===== src/rtl/calc_scheduler.sv =====
// Round-robin front end for the shared +/-/x calculator core: grants one of two
// requesters, holds registered operands on the core, captures and returns the tagged result.
module calc_scheduler #(
  parameter int CORE_LAT = 1,
  parameter int CNT_W    = 16
) (
  input  logic             clk,
  input  logic             rst_n,
  input  logic             req0_valid,
  input  logic             req1_valid,
  output logic             req0_ready,
  output logic             req1_ready,
  input  logic [2:0]       req0_n0,
  input  logic [2:0]       req0_n1,
  input  logic [2:0]       req1_n0,
  input  logic [2:0]       req1_n1,
  input  logic [1:0]       req0_opt,
  input  logic [1:0]       req1_opt,
  output logic [2:0]       core_n0,
  output logic [2:0]       core_n1,
  output logic [1:0]       core_opt,
  input  logic [6:0]       core_out,
  output logic             res_valid,
  input  logic             res_ready,
  output logic             res_id,
  output logic [6:0]       res_data,
  output logic [CNT_W-1:0] done_cnt
);

  typedef enum logic [1:0] {
    IDLE = 2'd0,
    EXEC = 2'd1,
    RESP = 2'd2
  } state_t;

  localparam logic [2:0] LAT_M1 = 3'(CORE_LAT - 1);

  state_t           r_state;
  state_t           w_next_state;
  logic             r_rr;
  logic             r_op_id;
  logic [2:0]       r_cnt;
  logic [2:0]       r_core_n0;
  logic [2:0]       r_core_n1;
  logic [1:0]       r_core_opt;
  logic             r_res_valid;
  logic             r_res_id;
  logic [6:0]       r_res_data;
  logic [CNT_W-1:0] r_done_cnt;

  logic             w_grant0;
  logic             w_grant1;
  logic             w_idle;
  logic             w_hs;

  // A lone valid requester always wins; on contention the pointer decides.
  assign w_grant0   = req0_valid & (~req1_valid | ~r_rr);
  assign w_grant1   = req1_valid & (~req0_valid |  r_rr);
  assign w_idle     = (r_state == IDLE);
  assign req0_ready = w_idle & w_grant0;
  assign req1_ready = w_idle & w_grant1;
  assign w_hs       = req0_ready | req1_ready;

  assign core_n0    = r_core_n0;
  assign core_n1    = r_core_n1;
  assign core_opt   = r_core_opt;
  assign res_valid  = r_res_valid;
  assign res_id     = r_res_id;
  assign res_data   = r_res_data;
  assign done_cnt   = r_done_cnt;

  // State register
  always_ff @(posedge clk or negedge rst_n) begin
    if (!rst_n) begin
      r_state <= IDLE;
    end else begin
      r_state <= w_next_state;
    end
  end

  // Next-state logic
  always_comb begin
    w_next_state = r_state;
    case (r_state)
      IDLE: begin
        if (w_hs) w_next_state = EXEC;
        else      w_next_state = IDLE;
      end
      EXEC: begin
        if (r_cnt == 3'd0) w_next_state = RESP;
        else               w_next_state = EXEC;
      end
      RESP: begin
        if (res_ready) w_next_state = IDLE;
        else           w_next_state = RESP;
      end
      default: w_next_state = IDLE;
    endcase
  end

  // Operand, settle-counter, result and completion-counter registers
  always_ff @(posedge clk or negedge rst_n) begin
    if (!rst_n) begin
      r_rr        <= 1'b0;
      r_op_id     <= 1'b0;
      r_cnt       <= 3'd0;
      r_core_n0   <= 3'd0;
      r_core_n1   <= 3'd0;
      r_core_opt  <= 2'd0;
      r_res_valid <= 1'b0;
      r_res_id    <= 1'b0;
      r_res_data  <= 7'd0;
      r_done_cnt  <= '0;
    end else begin
      case (r_state)
        IDLE: begin
          if (w_hs) begin
            r_core_n0  <= w_grant1 ? req1_n0  : req0_n0;
            r_core_n1  <= w_grant1 ? req1_n1  : req0_n1;
            r_core_opt <= w_grant1 ? req1_opt : req0_opt;
            r_op_id    <= w_grant1;
            r_rr       <= ~w_grant1;
            r_cnt      <= LAT_M1;
          end
        end
        EXEC: begin
          // Operands have been on the core for CORE_LAT cycles at this point.
          if (r_cnt == 3'd0) begin
            r_res_data  <= core_out;
            r_res_id    <= r_op_id;
            r_res_valid <= 1'b1;
          end else begin
            r_cnt <= r_cnt - 3'd1;
          end
        end
        RESP: begin
          if (res_ready) begin
            r_res_valid <= 1'b0;
            r_done_cnt  <= r_done_cnt + CNT_W'(1);
          end
        end
        default: begin
          r_res_valid <= 1'b0;
        end
      endcase
    end
  end

endmodule


===== config.mk =====
export PLATFORM = sky130hd
export DESIGN_NAME = calc_scheduler
export DESIGN_NICKNAME = d
export VERILOG_FILES = /design/src/rtl/calc_scheduler.sv
export SDC_FILE = /design/constraint.sdc
export NUM_CORES = 1
export LEC_CHECK = 0
export ABC_AREA = 1
export CAP_MARGIN = 20
export CORE_MARGIN = 2
export CORE_UTILIZATION = 55
export CTS_CLUSTER_SIZE = 25
export DETAILED_ROUTE_END_ITERATION = 7
export DONT_BUFFER_PORTS = 1
export GPL_ROUTABILITY_DRIVEN = 0
export PLACE_DENSITY = 0.77
export SLEW_MARGIN = 10
export SYNTH_ARGS = -nofsm -noshare
export SYNTH_HDL_FRONTEND = slang
export SYNTH_SLANG_ARGS = --single-unit

===== constraint.sdc =====
create_clock -name clk -period 1.9 [get_ports clk]
set_input_delay 0.57 -clock clk [delete_from_list [all_inputs] [get_ports clk]]
set_output_delay 0.57 -clock clk [all_outputs]
set_load 0.1 [all_outputs]

== After elaboration in Yosys (flattened, before gate mapping) ==
Cells that the tools add are included.

* Latch bits: 0
* Bits of input ports: 28
* Memories kept: 0
* RAM bits: 0
* Flip-flop bits (word level): 40
* Logic and storage cells: 52
* Memory bits (read-only): 0

* Equal/unequal tests: 6
* Bitwise operators: 12
* Reduce and logical (&&, ||, !) cells: 8
* Magnitude comparators: 0
* Multipliers: 0
* Mux-type cells: 13
* Div/mod/pow operators: 0
* Shift-type cells: 0
* Add/sub/neg operators: 2

{| class="wikitable"
|+ Operators with widths
! operator !! count
|-
| 16-bit by 1-bit adder with 16-bit output, second input constant || 1
|-
| 3-bit 2-to-1 mux || 4
|-
| 2-bit 2-to-1 mux || 3
|-
| 2-bit != test, second input constant || 3
|-
| 2-bit one-hot mux with 3 select lines || 1
|-
| 3-bit one-hot mux with 2 select lines || 1
|-
| 2-bit AND reduction || 3
|-
| 3-bit AND reduction || 2
|-
| 1-bit inverter || 5
|-
| 1-bit AND || 4
|-
| 3-bit logical NOT || 1
|-
| 1-bit 2-to-1 mux || 3
|-
| 1-bit OR || 3
|-
| 1-bit one-hot mux with 3 select lines || 1
|-
| 3-bit by 1-bit subtractor with 3-bit output, second input constant || 1
|-
| 2-bit by 1-bit == test with 1-bit output, second input constant || 1
|-
| 2-bit == test, second input constant || 1
|-
| 2-bit logical NOT || 1
|-
| 2-bit by 1-bit != test with 1-bit output, second input constant || 1
|-
| 2-bit nonzero test || 1
|}

== Depth between registers and ports, before layout ==
Gate-level depths: netlist of run 1.

* Depth in word-level cells: 7
* Gate-level depth with buffers: 8
* Gate-level depth less buffers: 8

== Worst setup path after synthesis of run 1 ==
Ideal clock, no wire load.

* Path type: input to output
* From: input req1_valid
* To: output req1_ready
* Cell stages on the path: 3
* Data required time: 1.330 ns
* Slack: -0.150 ns
* Arrival: 1.480 ns
* Path through: buf_2 > nand3_2 > inv_1

* Cells in the longest elaborated chain, start to end: 2

{| class="wikitable"
|+ Ends and longest elaborated chain
! item !! RTL line !! RTL
|-
| start: declaration || 10 || <nowiki>input logic req1_valid,</nowiki>
|-
| 1-bit AND || 58 || <nowiki>assign w_grant1 = req1_valid & (~req0_valid | r_rr);</nowiki>
|-
| 1-bit AND || 61 || <nowiki>assign req1_ready = w_idle & w_grant1;</nowiki>
|-
| end: declaration || 12 || <nowiki>output logic req1_ready,</nowiki>
|}

No other way between the ends.

== Worst setup path after layout of run 1 ==
* From: register r_state[0]
* To: output req0_ready

* Cells in the longest elaborated chain, start to end: 2

{| class="wikitable"
|+ Ends and longest elaborated chain
! item !! RTL line !! RTL
|-
| start: declaration || 38 || <nowiki>state_t r_state;</nowiki>
|-
| start signal: assignment || 77 || <nowiki>r_state <= w_next_state;</nowiki>
|-
| 2-bit logical NOT || 59 || <nowiki>assign w_idle = (r_state == IDLE);</nowiki>
|-
| 1-bit AND || 60 || <nowiki>assign req0_ready = w_idle & w_grant0;</nowiki>
|-
| end: declaration || 11 || <nowiki>output logic req0_ready,</nowiki>
|}

No other way between the ends.

==> results.toml, run 1 <==
[drt]
via_per_inst = 5.29
drt_iter0_markers = 59
first_pass_iters = 4
wl_um = 4060
drc = 0
antenna_left = 0
wl_per_cell_um = 14.3
vias = 1508

[synth]
ys_warn_count = 0
synth_top_area_share_pct = 51.3
synth_ff_type = "dfrtp_1"
synthTopCellsByArea = "dfrtp_1, nand2_1, nand3_1, mux2_2, inv_1"
yosysTopAreaCell = "dfrtp_1"
synth_cell_types = 22
synthesis.area_sq_um = 1950
synth_cells = 197
syn_nets = 228
syn_avg_cell_area_sq_um = 9.90
synth-edff-count = 0
synth_common_cells = "dfrtp_1, nand2_1, nand3_1"
synth.most_common_cell = "dfrtp_1"
yosysSeqAreaShare_pct = 51.3
ys_ff_latch = 40
synthArstFlopShare_pct = 100

[place]
port_buffers = 0
dp.final_hpwl_um = 3020

[layout]
fillers = 256
final_nets = 269
layout-drive-gt1-share_pct = 30.1
area_growth_pct = 22.5
antenna_cells = 0

[hold_path]
hold_class = "primary input to asynchronous set/reset pin"

[cts]
cts.sinks = 40
worst_skew_pair.late_latency_ns = 0.34
clockRootBuffer = "clkbuf_4"
htreeDepth = 2
cts_tree = "done"
clockBufferDepth = 2
cts-buffers-inserted = 5
path_clk_slew_ns = 0.12

[setup_path]
cp_data_required_time_ns = 1.33
arrival_ns = 1.33
critPathMaxFanout = 3
end_kind = "output port"
path_class = "flip-flop to output port"
critPathLaunchType = "flip-flop"

[sta]
worstMarginPinSlew_ns = 0.898
drv_slew = 0
rsz0062_at_grt = "yes"
skew_ns = 0.0147
setup_ws_ns = -0.00365
fin_hold_ws_ns = 0.0538
fmax_mhz = 525
fin_crit_sh_pct = 100
fin_crit_ns = 1.90
hold_violations = 0
setup_viol = 1
slew_headroom_pct = 40.1

[die]
initial_core_util_pct = 58.0
num_rows = 21
design.core.area_sq_um = 3360
die_y_um = 63.5
die_w_um = 63.5
fp.dieArea_sq_um = 4040
num_io_pins = 63

[run_status]
violations = "setup timing"
status = "finished with violations"

[grt]
overflow = 0
grt_pass1_vias = 1534
track_usage_pct = 22.3
grt_pass1_wl_um = 6930
antenna_found_initial = 0
grt_max_degree = 41

[flow_run]
maxCapViolCount = 0
==> per-layer routing <==
| layer | track usage [%] | up-vias | wire, um |
|---|---|---|---|
| met4 | 6.52 | 0 | 51 |
| li1 | - | 723 | - |
| met3 | 6.43 | 6 | 264 |
| met2 | 41.1 | 59 | 2180 |
| met5 | 0 | - | 0 |
| met1 | 24.6 | 720 | 1560 |
==> critical path, stage by stage (launching register included) <==
cell and delay, ns:
dfrtp_1 0.42, nor2_4 0.19, nand3_4 0.11, clkinvlp_4 0.10
buf_12 0.17
==> state kept, by name, summed over array words and instances (netlist names) <==
name	count
core_opt	2
res_valid	1
r_state	2
done_cnt	16
core_n0	3
r_rr	1
r_op_id	1
res_id	1
res_data	7
r_cnt	3
core_n1	3
==> layout make-up <==
type | count | area, sq um | share of cell area [%]
sequential | 40 | 1010 | 42.2
inverter | 23 | 93.8 | 3.93
timing repair buffer | 37 | 315 | 13.2
multi-input combinational | 131 | 855 | 35.8
clock buffer | 8 | 58.8 | 2.46
tap | 46 | 57.6 | 2.41
==> path summary, 6_finish.rpt <==
path                              from  slack (ns)  depth (start not counted)     endpoint
max                         r_state[0]      -0.004                          4   req0_ready
min                              rst_n        0.05                          1   core_n0[1]
max reg2reg                 r_state[1]        0.27                          5  res_data[4]
min reg2reg                 core_n0[1]        0.51                          1   core_n0[1]
max in group asynchronous        rst_n        1.63                          1  done_cnt[3]
min in group clk           core_out[0]        0.36                          1  res_data[0]
==> kinds of logic (layout without fill, tap and decap cells) <==
| kind of cell | after synthesis | count (layout) | share of synthesized area [%] |
|---|---|---|---|
| simple gates | 92 | 92 | 25.7 |
| buf+inv | 26 | 68 | 5.84 |
| compound gates | 16 | 16 | 5.13 |
| mux | 8 | 8 | 4.62 |
| xor+xnor | 12 | 12 | 5.39 |
| fa+ha+maj | 3 | 3 | 1.93 |
| flops | 40 | 40 | 51.3 |
==> layout by cell type (no fill, tap or decap), drive strengths merged <==
cell type  instances
ha                 3
buf               37
inv               21
mux2               8
dfrtp             40
o21ai              8
nand4              5
nand3             30
xnor2              8
nand3b             1
clkbuf             8
nand2             42
o21a               8
xor2               4
clkinvlp           2
nor2              14
==> repair_timing <==
item / in CTS / in global routing
setup endpoints to repair: 2 / 3
pin swaps: 3 / 2
hold buffers: 1 / 0
gates cloned: 0 / 0
gates resized for setup: 3 / 1
setup buffers: 4 / 2
endpoints found under the hold margin: 40 / 0
==> stage by stage <==
step / setup TNS (ns) / worst slack [ns] / util (%) / std cells / cell area (sq um)
2_1_floorplan: 0 / 0.0487 / - / 197 / 1960
3_3_place_gp: 0 / 0.293 / 66.7 / 270 / 2240
3_5_place_dp: 0 / 0.255 / 66.7 / 270 / 2240
4_1_cts: -0.0141 / -0.0141 / 70.5 / 283 / 2370
5_1_grt: -0.126 / -0.0730 / 71.0 / 285 / 2390
6_report: -0.00365 / -0.00365 / 71.0 / 285 / 2390
Power of run 1 is not shown: default switching activity piles up to over one toggle a cycle in this logic, so the estimate is an artifact.
==> inputs of run 2 (changes only) <==
Settings changed: CORE_UTILIZATION 55 to 62, PLACE_DENSITY 0.77 to 0.85.
==> run 2 against run 1 <==
Net effect:
- the flow now finishes without violations
- register-to-register slack worse by 0.05 ns
- critical path depth stayed put
- utilization is 7.8 points higher
- non-clock buffer count stayed put
- first-iteration DRC count is 14% lower
- clock-buffer cell count stayed put
- hold slack worse by 0.00063 ns
- sequential cell count stayed put
- clock skew is 0.00052 ns lower
- final area is 0.10% lower
- wire length is 0.52% lower
- via count is 1.4% higher
- critical endpoint is now req1_ready
==> results.toml, run 2 (synthesis results as in run 1) <==
[cts]
cts.sinks = 40
clockBufferDepth = 2
clockRootBuffer = "clkbuf_4"
cts-buffers-inserted = 5
htreeDepth = 2
cts_tree = "done"
worst_skew_pair.late_latency_ns = 0.34
path_clk_slew_ns = 0.11

[grt]
overflow = 0
grt_pass1_wl_um = 6350
grt_pass1_vias = 1493
track_usage_pct = 24.6
grt_max_degree = 41
antenna_found_initial = 0

[drt]
drt_iter0_markers = 51
first_pass_iters = 4
antenna_left = 0
wl_um = 4040
wl_per_cell_um = 14.3
via_per_inst = 5.40
vias = 1529
drc = 0

[place]
dp.final_hpwl_um = 3060
port_buffers = 0
post_dp_cell_area_sq_um = 2250

[setup_path]
cpPeakStageDelay_ns = 0.43
critPathMaxFanout = 3
path_class = "flip-flop to output port"
crit_slowest_cell = "dfrtp_1"
arrival_ns = 1.32
cp_data_required_time_ns = 1.33
critPathLaunchType = "flip-flop"
crit_chain = "nor2_4 > nand3_4 > clkinvlp_4 > buf_12"
end_kind = "output port"

[die]
die_w_um = 60.1
die_y_um = 60.1
initial_core_util_pct = 64.4
design.core.area_sq_um = 3030
num_rows = 20
fp.dieArea_sq_um = 3610
num_io_pins = 63

[sta]
drv_slew = 0
rsz0062_at_grt = "yes"
fin_crit_sh_pct = 99.6
fmax_mhz = 528
slew_headroom_pct = 39.8
hold_violations = 0
fin_crit_ns = 1.89
worstMarginPinSlew_ns = 0.903
fin_hold_ws_ns = 0.0532
setup_viol = 0
skew_ns = 0.0142

[layout]
largest_reg_flops = 16
area_growth_pct = 22.3
final_common_cell = "nand2_1"
fin_util_pct = 78.8
final_cell_mix = "nand2_1, dfrtp_1, buf_4"
final_nets = 269
layout-drive-gt1-share_pct = 30.1
final_cell_area_sq_um = 2380
antenna_cells = 0

[run_status]
status = "completed"

[flow_run]
maxCapViolCount = 0

[hold_path]
hold_class = "primary input to asynchronous set/reset pin"
-- run 2: per-stage QoR --
stage                     instances  worst slack [ns]  TNS [ns]
after floorplan                 197            0.0487         0
after global placement          269             0.296         0
after detailed placement        269             0.257         0
after CTS                       282            0.0123         0
after global routing            283           -0.0629    -0.120
final                           283           0.00737         0
-- run 2: area by class of cell --
cell class	count	area [sq um]
clock buffer	8	58.8
fill	208	643
inverter	23	93.8
multi-input combinational	131	855
sequential	40	1010
tap	44	55.1
timing repair buffer	37	315
-- run 2: worst max-delay path, delay by kind of cell, from the launching register on --
family                 cells  cell delay [ns]
AND/OR/NAND/NOR            2             0.30
buffers and inverters      2             0.26
flip-flops                 1             0.43
-- run 2: what timing repair did --
item / in CTS / in global routing
gates resized for setup: 3 / 1
hold buffers: 1 / 0
pin swaps: 3 / 1
endpoints found under the hold margin: 40 / 0
endpoints found under the setup margin: 2 / 3
setup buffers: 4 / 1
-- run 2: final timing paths --
| check | start | to | slack, ns | depth (start not counted) |
|---|---|---|---|---|
| max in group asynchronous | rst_n | res_data[6] | 1.63 | 1 |
| min reg2reg | done_cnt[11] | done_cnt[11] | 0.48 | 1 |
| max reg2reg | r_cnt[0] | r_cnt[2] | 0.22 | 8 |
| min | rst_n | done_cnt[9] | 0.05 | 1 |
| min in group clk | core_out[5] | res_data[5] | 0.37 | 1 |
| max | r_state[0] | req1_ready | 0.007 | 4 |
-- run 2: routing by layer --
metal | wire (um) | vias to the layer above | part of all wire [%] | GRT usage (%)
met5 | 0 | - | 0 | 0
met4 | 75 | 0 | 1.9 | 11.7
met3 | 259 | 10 | 6.4 | 6.06
met2 | 2130 | 56 | 53 | 44.6
met1 | 1580 | 734 | 39 | 26.3
li1 | - | 729 | - | -
Power of run 2 is left out for the same reason.
